<file path="config.mk">
export PLATFORM = sky130hd
export DESIGN_NAME = mem_stage
export DESIGN_NICKNAME = d
export VERILOG_FILES = /design/src/rtl/riscv_pkg.sv /design/src/rtl/mem_watchdog.sv /design/src/rtl/mem_stage.sv
export SDC_FILE = /design/constraint.sdc
export NUM_CORES = 1
export LEC_CHECK = 0
export CELL_PAD_IN_SITES_DETAIL_PLACEMENT = 0
export CELL_PAD_IN_SITES_GLOBAL_PLACEMENT = 1
export CORE_ASPECT_RATIO = 0.5
export CORE_MARGIN = 5
export CORE_UTILIZATION = 30
export DETAILED_ROUTE_END_ITERATION = 7
export PLACE_DENSITY_LB_ADDON = 0.2
export RECOVER_POWER = 25
export SLEW_MARGIN = 20
export SYNTH_ARGS = -nofsm -noshare
export SYNTH_HDL_FRONTEND = slang
export SYNTH_HIERARCHICAL = 1
export SYNTH_SLANG_ARGS = --single-unit
</file>
<file path="constraint.sdc">
create_clock -name clk -period 2.05 [get_ports clk]
set_input_delay 0.5125 -clock clk [delete_from_list [all_inputs] [get_ports clk]]
set_output_delay 0.5125 -clock clk [all_outputs]
set_load 0.01 [all_outputs]
</file>
<file path="src/rtl/riscv_pkg.sv">
// Shared RISC-V pipeline definitions: datapath width, register-select width
// and the memory-stage state encoding.
package riscv_pkg;

    localparam int WORD_SIZE = 32;
    localparam int REG_SEL_W = 5;

    typedef enum logic {
        IDLE   = 1'b0,
        ACCESS = 1'b1
    } mem_state_t;

endpackage : riscv_pkg

</file>
<file path="src/rtl/mem_watchdog.sv">
// Access watchdog: counts cycles while a memory access is outstanding and
// flags expiry on the TIMEOUT-th cycle. Only instantiated under MEM_TIMEOUT_EN.
module mem_watchdog #(
    parameter int TIMEOUT = 255
) (
    input  logic i_clk,
    input  logic i_rst_n,
    input  logic i_active,
    output logic o_expired
);

    localparam int CW = (TIMEOUT < 2) ? 1 : $clog2(TIMEOUT + 1);

    logic [CW-1:0] r_count;

    // Count restarts from zero every time the stage leaves the access state.
    always_ff @(posedge i_clk or negedge i_rst_n) begin
        if (!i_rst_n) begin
            r_count <= '0;
        end else if (!i_active) begin
            r_count <= '0;
        end else if (!o_expired) begin
            r_count <= r_count + 1'b1;
        end
    end

    assign o_expired = i_active & (r_count == CW'(TIMEOUT - 1));

endmodule : mem_watchdog

</file>
<file path="src/rtl/mem_stage.sv">
// MEM pipeline stage: issues data-memory accesses, stalls upstream while they
// are outstanding, resolves branches and retires into write-back.
// Optional access timeout enabled by defining MEM_TIMEOUT_EN.
module mem_stage #(
    parameter int WORD_SIZE = riscv_pkg::WORD_SIZE,
    parameter int ADDR_SIZE = 10,
    parameter int TIMEOUT   = 255
) (
    input  logic                            clk,
    input  logic                            rst,
    input  logic                            ex_valid,
    input  logic [WORD_SIZE-1:0]            alu_result,
    input  logic [WORD_SIZE-1:0]            rdata2,
    input  logic [WORD_SIZE-1:0]            branch_target,
    input  logic [riscv_pkg::REG_SEL_W-1:0] rd,
    input  logic                            en_write_reg,
    input  logic                            alu_zero,
    input  logic                            alu_pos,
    input  logic                            branch,
    input  logic                            mem_read,
    input  logic                            mem_write,
    input  logic                            write_source,
    output logic                            dmem_req,
    output logic                            dmem_we,
    output logic [ADDR_SIZE-1:0]            dmem_addr,
    output logic [WORD_SIZE-1:0]            dmem_wdata,
    input  logic                            dmem_ack,
    input  logic [WORD_SIZE-1:0]            dmem_rdata,
    output logic                            stall,
    output logic                            pc_src,
    output logic [WORD_SIZE-1:0]            pc_target,
    output logic                            wb_valid,
    output logic [riscv_pkg::REG_SEL_W-1:0] wb_rd,
    output logic                            wb_en_write_reg,
    output logic [WORD_SIZE-1:0]            wb_data,
    output logic                            mem_err
);

    import riscv_pkg::*;

    mem_state_t r_state;
    mem_state_t w_next_state;

    logic                 w_is_mem;
    logic                 w_accept;
    logic                 w_retire_alu;
    logic                 w_ack_done;
    logic                 w_abort;
    logic                 w_unused;

    logic [ADDR_SIZE-1:0] r_addr;
    logic                 r_we;
    logic [WORD_SIZE-1:0] r_wdata;
    logic [REG_SEL_W-1:0] r_rd;
    logic                 r_en;
    logic                 r_wsrc;
    logic [WORD_SIZE-1:0] r_alu;

    logic                 r_wb_valid;
    logic [REG_SEL_W-1:0] r_wb_rd;
    logic                 r_wb_en;
    logic [WORD_SIZE-1:0] r_wb_data;

    // alu_pos is reserved for future BLT/BGE support.
    assign w_unused = alu_pos ^ TIMEOUT[0];

    assign w_is_mem     = ex_valid & (mem_read | mem_write);
    assign w_accept     = (r_state == IDLE) & w_is_mem;
    assign w_retire_alu = (r_state == IDLE) & ex_valid & ~(mem_read | mem_write);
    assign w_ack_done   = (r_state == ACCESS) & dmem_ack;

`ifdef MEM_TIMEOUT_EN
    logic w_expired;
    logic r_mem_err;

    mem_watchdog #(
        .TIMEOUT (TIMEOUT)
    ) u_watchdog (
        .i_clk     (clk),
        .i_rst_n   (rst),
        .i_active  (r_state == ACCESS),
        .o_expired (w_expired)
    );

    assign w_abort = (r_state == ACCESS) & ~dmem_ack & w_expired;

    always_ff @(posedge clk or negedge rst) begin
        if (!rst) begin
            r_mem_err <= 1'b0;
        end else if (w_abort) begin
            r_mem_err <= 1'b1;
        end
    end

    assign mem_err = r_mem_err;
`else
    assign w_abort = 1'b0;
    assign mem_err = 1'b0;
`endif

    always_ff @(posedge clk or negedge rst) begin
        if (!rst) begin
            r_state <= IDLE;
        end else begin
            r_state <= w_next_state;
        end
    end

    always_comb begin
        w_next_state = r_state;
        stall        = 1'b0;
        dmem_req     = 1'b0;
        case (r_state)
            IDLE: begin
                if (w_accept) begin
                    w_next_state = ACCESS;
                    stall        = 1'b1;
                end
            end
            ACCESS: begin
                dmem_req = 1'b1;
                if (dmem_ack || w_abort) begin
                    w_next_state = IDLE;
                end else begin
                    stall = 1'b1;
                end
            end
            default: w_next_state = IDLE;
        endcase
    end

    // Request fields are captured once at accept so they stay stable while
    // the memory is busy, regardless of what upstream presents.
    always_ff @(posedge clk or negedge rst) begin
        if (!rst) begin
            r_addr  <= '0;
            r_we    <= 1'b0;
            r_wdata <= '0;
            r_rd    <= '0;
            r_en    <= 1'b0;
            r_wsrc  <= 1'b0;
            r_alu   <= '0;
        end else if (w_accept) begin
            r_addr  <= alu_result[ADDR_SIZE+1:2];
            r_we    <= mem_write;
            r_wdata <= rdata2;
            r_rd    <= rd;
            r_en    <= en_write_reg;
            r_wsrc  <= write_source;
            r_alu   <= alu_result;
        end
    end

    always_ff @(posedge clk or negedge rst) begin
        if (!rst) begin
            r_wb_valid <= 1'b0;
            r_wb_rd    <= '0;
            r_wb_en    <= 1'b0;
            r_wb_data  <= '0;
        end else begin
            r_wb_valid <= w_retire_alu | w_ack_done | w_abort;
            if (w_retire_alu) begin
                r_wb_rd   <= rd;
                r_wb_en   <= en_write_reg;
                r_wb_data <= alu_result;
            end else if (w_ack_done) begin
                r_wb_rd   <= r_rd;
                r_wb_en   <= r_en;
                r_wb_data <= r_wsrc ? dmem_rdata : r_alu;
            end else if (w_abort) begin
                r_wb_rd   <= r_rd;
                r_wb_en   <= 1'b0;
                r_wb_data <= r_alu;
            end
        end
    end

    assign dmem_we         = r_we & (r_state == ACCESS);
    assign dmem_addr       = r_addr;
    assign dmem_wdata      = r_wdata;
    assign pc_src          = ex_valid & branch & alu_zero & (r_state == IDLE);
    assign pc_target       = branch_target;
    assign wb_valid        = r_wb_valid;
    assign wb_rd           = r_wb_rd;
    assign wb_en_write_reg = r_wb_en;
    assign wb_data         = r_wb_data;

endmodule : mem_stage

</file>
==> reports/metrics.csv <==
metric,value,unit
Die Width,193,um
first-pass GRT wire length,21700,um
Detailed Place HPWL,10300,um
H-tree depth,3,
Synth Area in XOR/XNOR,0,%
cell area after synthesis,5040,sq um
Synthesis Warnings,6,
share of layout cells above drive strength 1,27.9,%
highest metal used,met4,
M1 wire length,5690,um
CTS buffer count,9,
CTS tree,done,
metal2 WL,7350,um
drc violations,0,
largest family of logic cells by synthesized area,multiplexers,
Reg2Reg Depth,4,
Slew HR,50.3,%
top post-synthesis cells by area,"dfrtp_1 56%, mux2_2 16%, o221a_2 7.1%",
antenna cells,0,
PwrDens,1030,nW/um^2
Synth Register Bits,112,
critical setup path kind,flop to output pin,
max-slew violations,0,
peak supply drop,0.000409,V
Compound-Gate Fraction of Synth Area,9.11,%
Placed Cells,756,
synth-to-layout area growth,46.2,%
Nets,684,
"Hold Vio Cnt, Final",0,
Worst Path Max Fanout,6,
Leakage,0.00305,uW
antenna violations before repair,0,
most frequent cells in the layout,"188 x clkdlybuf4s50_1, 111 x dfrtp_1, 71 x mux2_2, 33 x nand2_1",
final worst-path cycle share,94.9,%
sequential-to-total area share from yosys stat,55.6,%
worst path arrival time,1.43,ns
# Max-Cap Violations,0,
Setup-failing EPs final,0,
Routed WL,14100,um
GRT Overall Usage,14.1,%
Initial Utilization,30.7,%
Final Instance Count excl. Fillers,772,
Crit path buffers/inverters,2,
Worst Path Required,1.54,ns
largest net degree at the start of global routing,44,
pre-CTS WS,-0.473,ns
critical path's top delay family,buffers and inverters,
hold crit path type,primary input to async pin,
"commonest non-fill, non-tap cell in the layout",clkdlybuf4s50_1,
Root Driver,clkbuf_16,
Core Region,16400,sq um
routed len/inst,18.2,um
Synth Area in Adders,0,%
slew at the pin closest to its max-slew limit,0.745,ns
die height,102,um
syn nets,521,
crit start category,flop,
post-route worst setup slack,0.105,ns
"area leader, netlist",dfrtp_1,
Cells after Synth,377,
First-pass DRT Iterations,4,
clk_lat worst skew,0.35,ns
Die Area,19700,sq um
port buffer count,195,
clk slew on worst S/H paths,0.07,ns
1st-iter DRT viols,137,
"Max stage delay cell, worst path",clkdlybuf4s50_1,
status,completed,
routability cong.,0.787,
simple-gate share of the synthesized area,3.60,%
post-route ant nets,0,
Yosys top cell area share,55.6,%
crit-path max cell delay,0.54,ns
grt ovf,0,
clock period minus worst slack,1.94,ns
Worst setup EP type,output pin,
FMAX,514,MHz
I/O pins,262,
CP cell instances,"buf_4, clkdlybuf4s50_1",
Mean Syn Cell Area,13.4,sq um
post-synthesis mux area share,22.2,%
Longest Clk Path Bufs,2,
Max Clock Skew,0.00885,ns
via count,3549,
Netlist cell types,22,
unrepaired setup endpoints after global routing,false,
post-CTS setup buffers,0,
routed vias/inst,4.60,
Stages on worst setup path,2,
met3 wire length,754,um
vias in the first global route,3857,
num rows,33,
Clock Sinks,112,
synth_stat cells:
| cell | number |
|---|---|
| o221a_2 | 32 |
| and3_1 | 1 |
| a22o_1 | 1 |
| or4b_1 | 1 |
| buf_2 | 17 |
| mux2_2 | 71 |
| buf_4 | 43 |
| nor4b_1 | 1 |
| and2_1 | 2 |
| a21o_1 | 1 |
| o21a_1 | 1 |
| a22oi_1 | 6 |
| clkbuf_1 | 5 |
| nand2b_4 | 1 |
| buf_6 | 2 |
| conb_1 | 1 |
| nand2_1 | 33 |
| nor2b_1 | 1 |
| mux2i_1 | 32 |
| dfrtp_1 | 112 |
| inv_1 | 7 |
| o21ai_0 | 6 |
report_power, final:
part / switching (uW) / internal (uW)
Sequential: 355 / 2810
Combinational: 955 / 1660
Clock: 812 / 1010
final cells by class:
| type | instances | area, sq um |
|---|---|---|
| Inverter | 7 | 26.3 |
| Timing Repair Buffer | 219 | 2170 |
| Clock buffer | 11 | 253 |
| Fill cell | 1557 | 9060 |
| Clock inverter | 5 | 53.8 |
| Sequential cell | 112 | 2800 |
| Tap cell | 227 | 284 |
| Multi-Input combinational cell | 191 | 1790 |
path summary, 6_finish.rpt:
kind / from / endpoint / slack, ns
min in group clk: r_we$_DFFE_PN0P_ / r_we$_DFFE_PN0P_ / 0.50
max in group asynchronous: rst / r_wsrc$_DFFE_PN0P_ / 0.65
max: r_state$_DFF_PN0_ / dmem_req / 0.11
min: rst / dmem_wdata[1]$_DFFE_PN0P_ / 0.22
min reg2reg: r_we$_DFFE_PN0P_ / r_we$_DFFE_PN0P_ / 0.50
max reg2reg: r_state$_DFF_PN0_ / wb_data[30]$_DFFE_PN0P_ / 0.21
stage by stage:
| step | power (uW) | setup TNS [ns] | hold WS, ns | util [%] | area, sq um |
|---|---|---|---|---|---|
| final | 7610 | 0 | 0.215 | 44.9 | 7370 |
| after global routing | 8050 | 0 | 0.285 | 44.9 | 7370 |
| after CTS | 7780 | 0 | 0.0988 | 45.0 | 7400 |
| after detailed placement | 5890 | -28.91 | 0.487 | 43.2 | 7100 |
| after global placement | 5860 | -27.88 | 0.477 | 43.2 | 7100 |
| after floorplan | 4450 | 0 | 0.217 | - | 5040 |
metal layers:
layer	GRT usage [%]	up-vias
li1	-	1630
met1	16.6	1793
met2	25.1	89
met3	4.72	37
met4	4.02	0
met5	0	-
cell families after synthesis:
kind of cell	after synthesis
buf+inv	74
compound gates	47
other cells	1
flops	112
simple gates	40
mux	103
worst register-to-register path, cell delays in order (launching register included):
cell and delay [ns]:
dfrtp_1 0.41, buf_4 0.17, or4b_1 0.62, buf_4 0.26, o221a_2 0.28
timing repair:
action,in CTS,in global routing
endpoints found under the setup margin,2,2
hold buffers,0,0
resized for setup,13,1
hold endpoints to repair,0,0
Note: power is estimated with default switching activity, not from simulation.
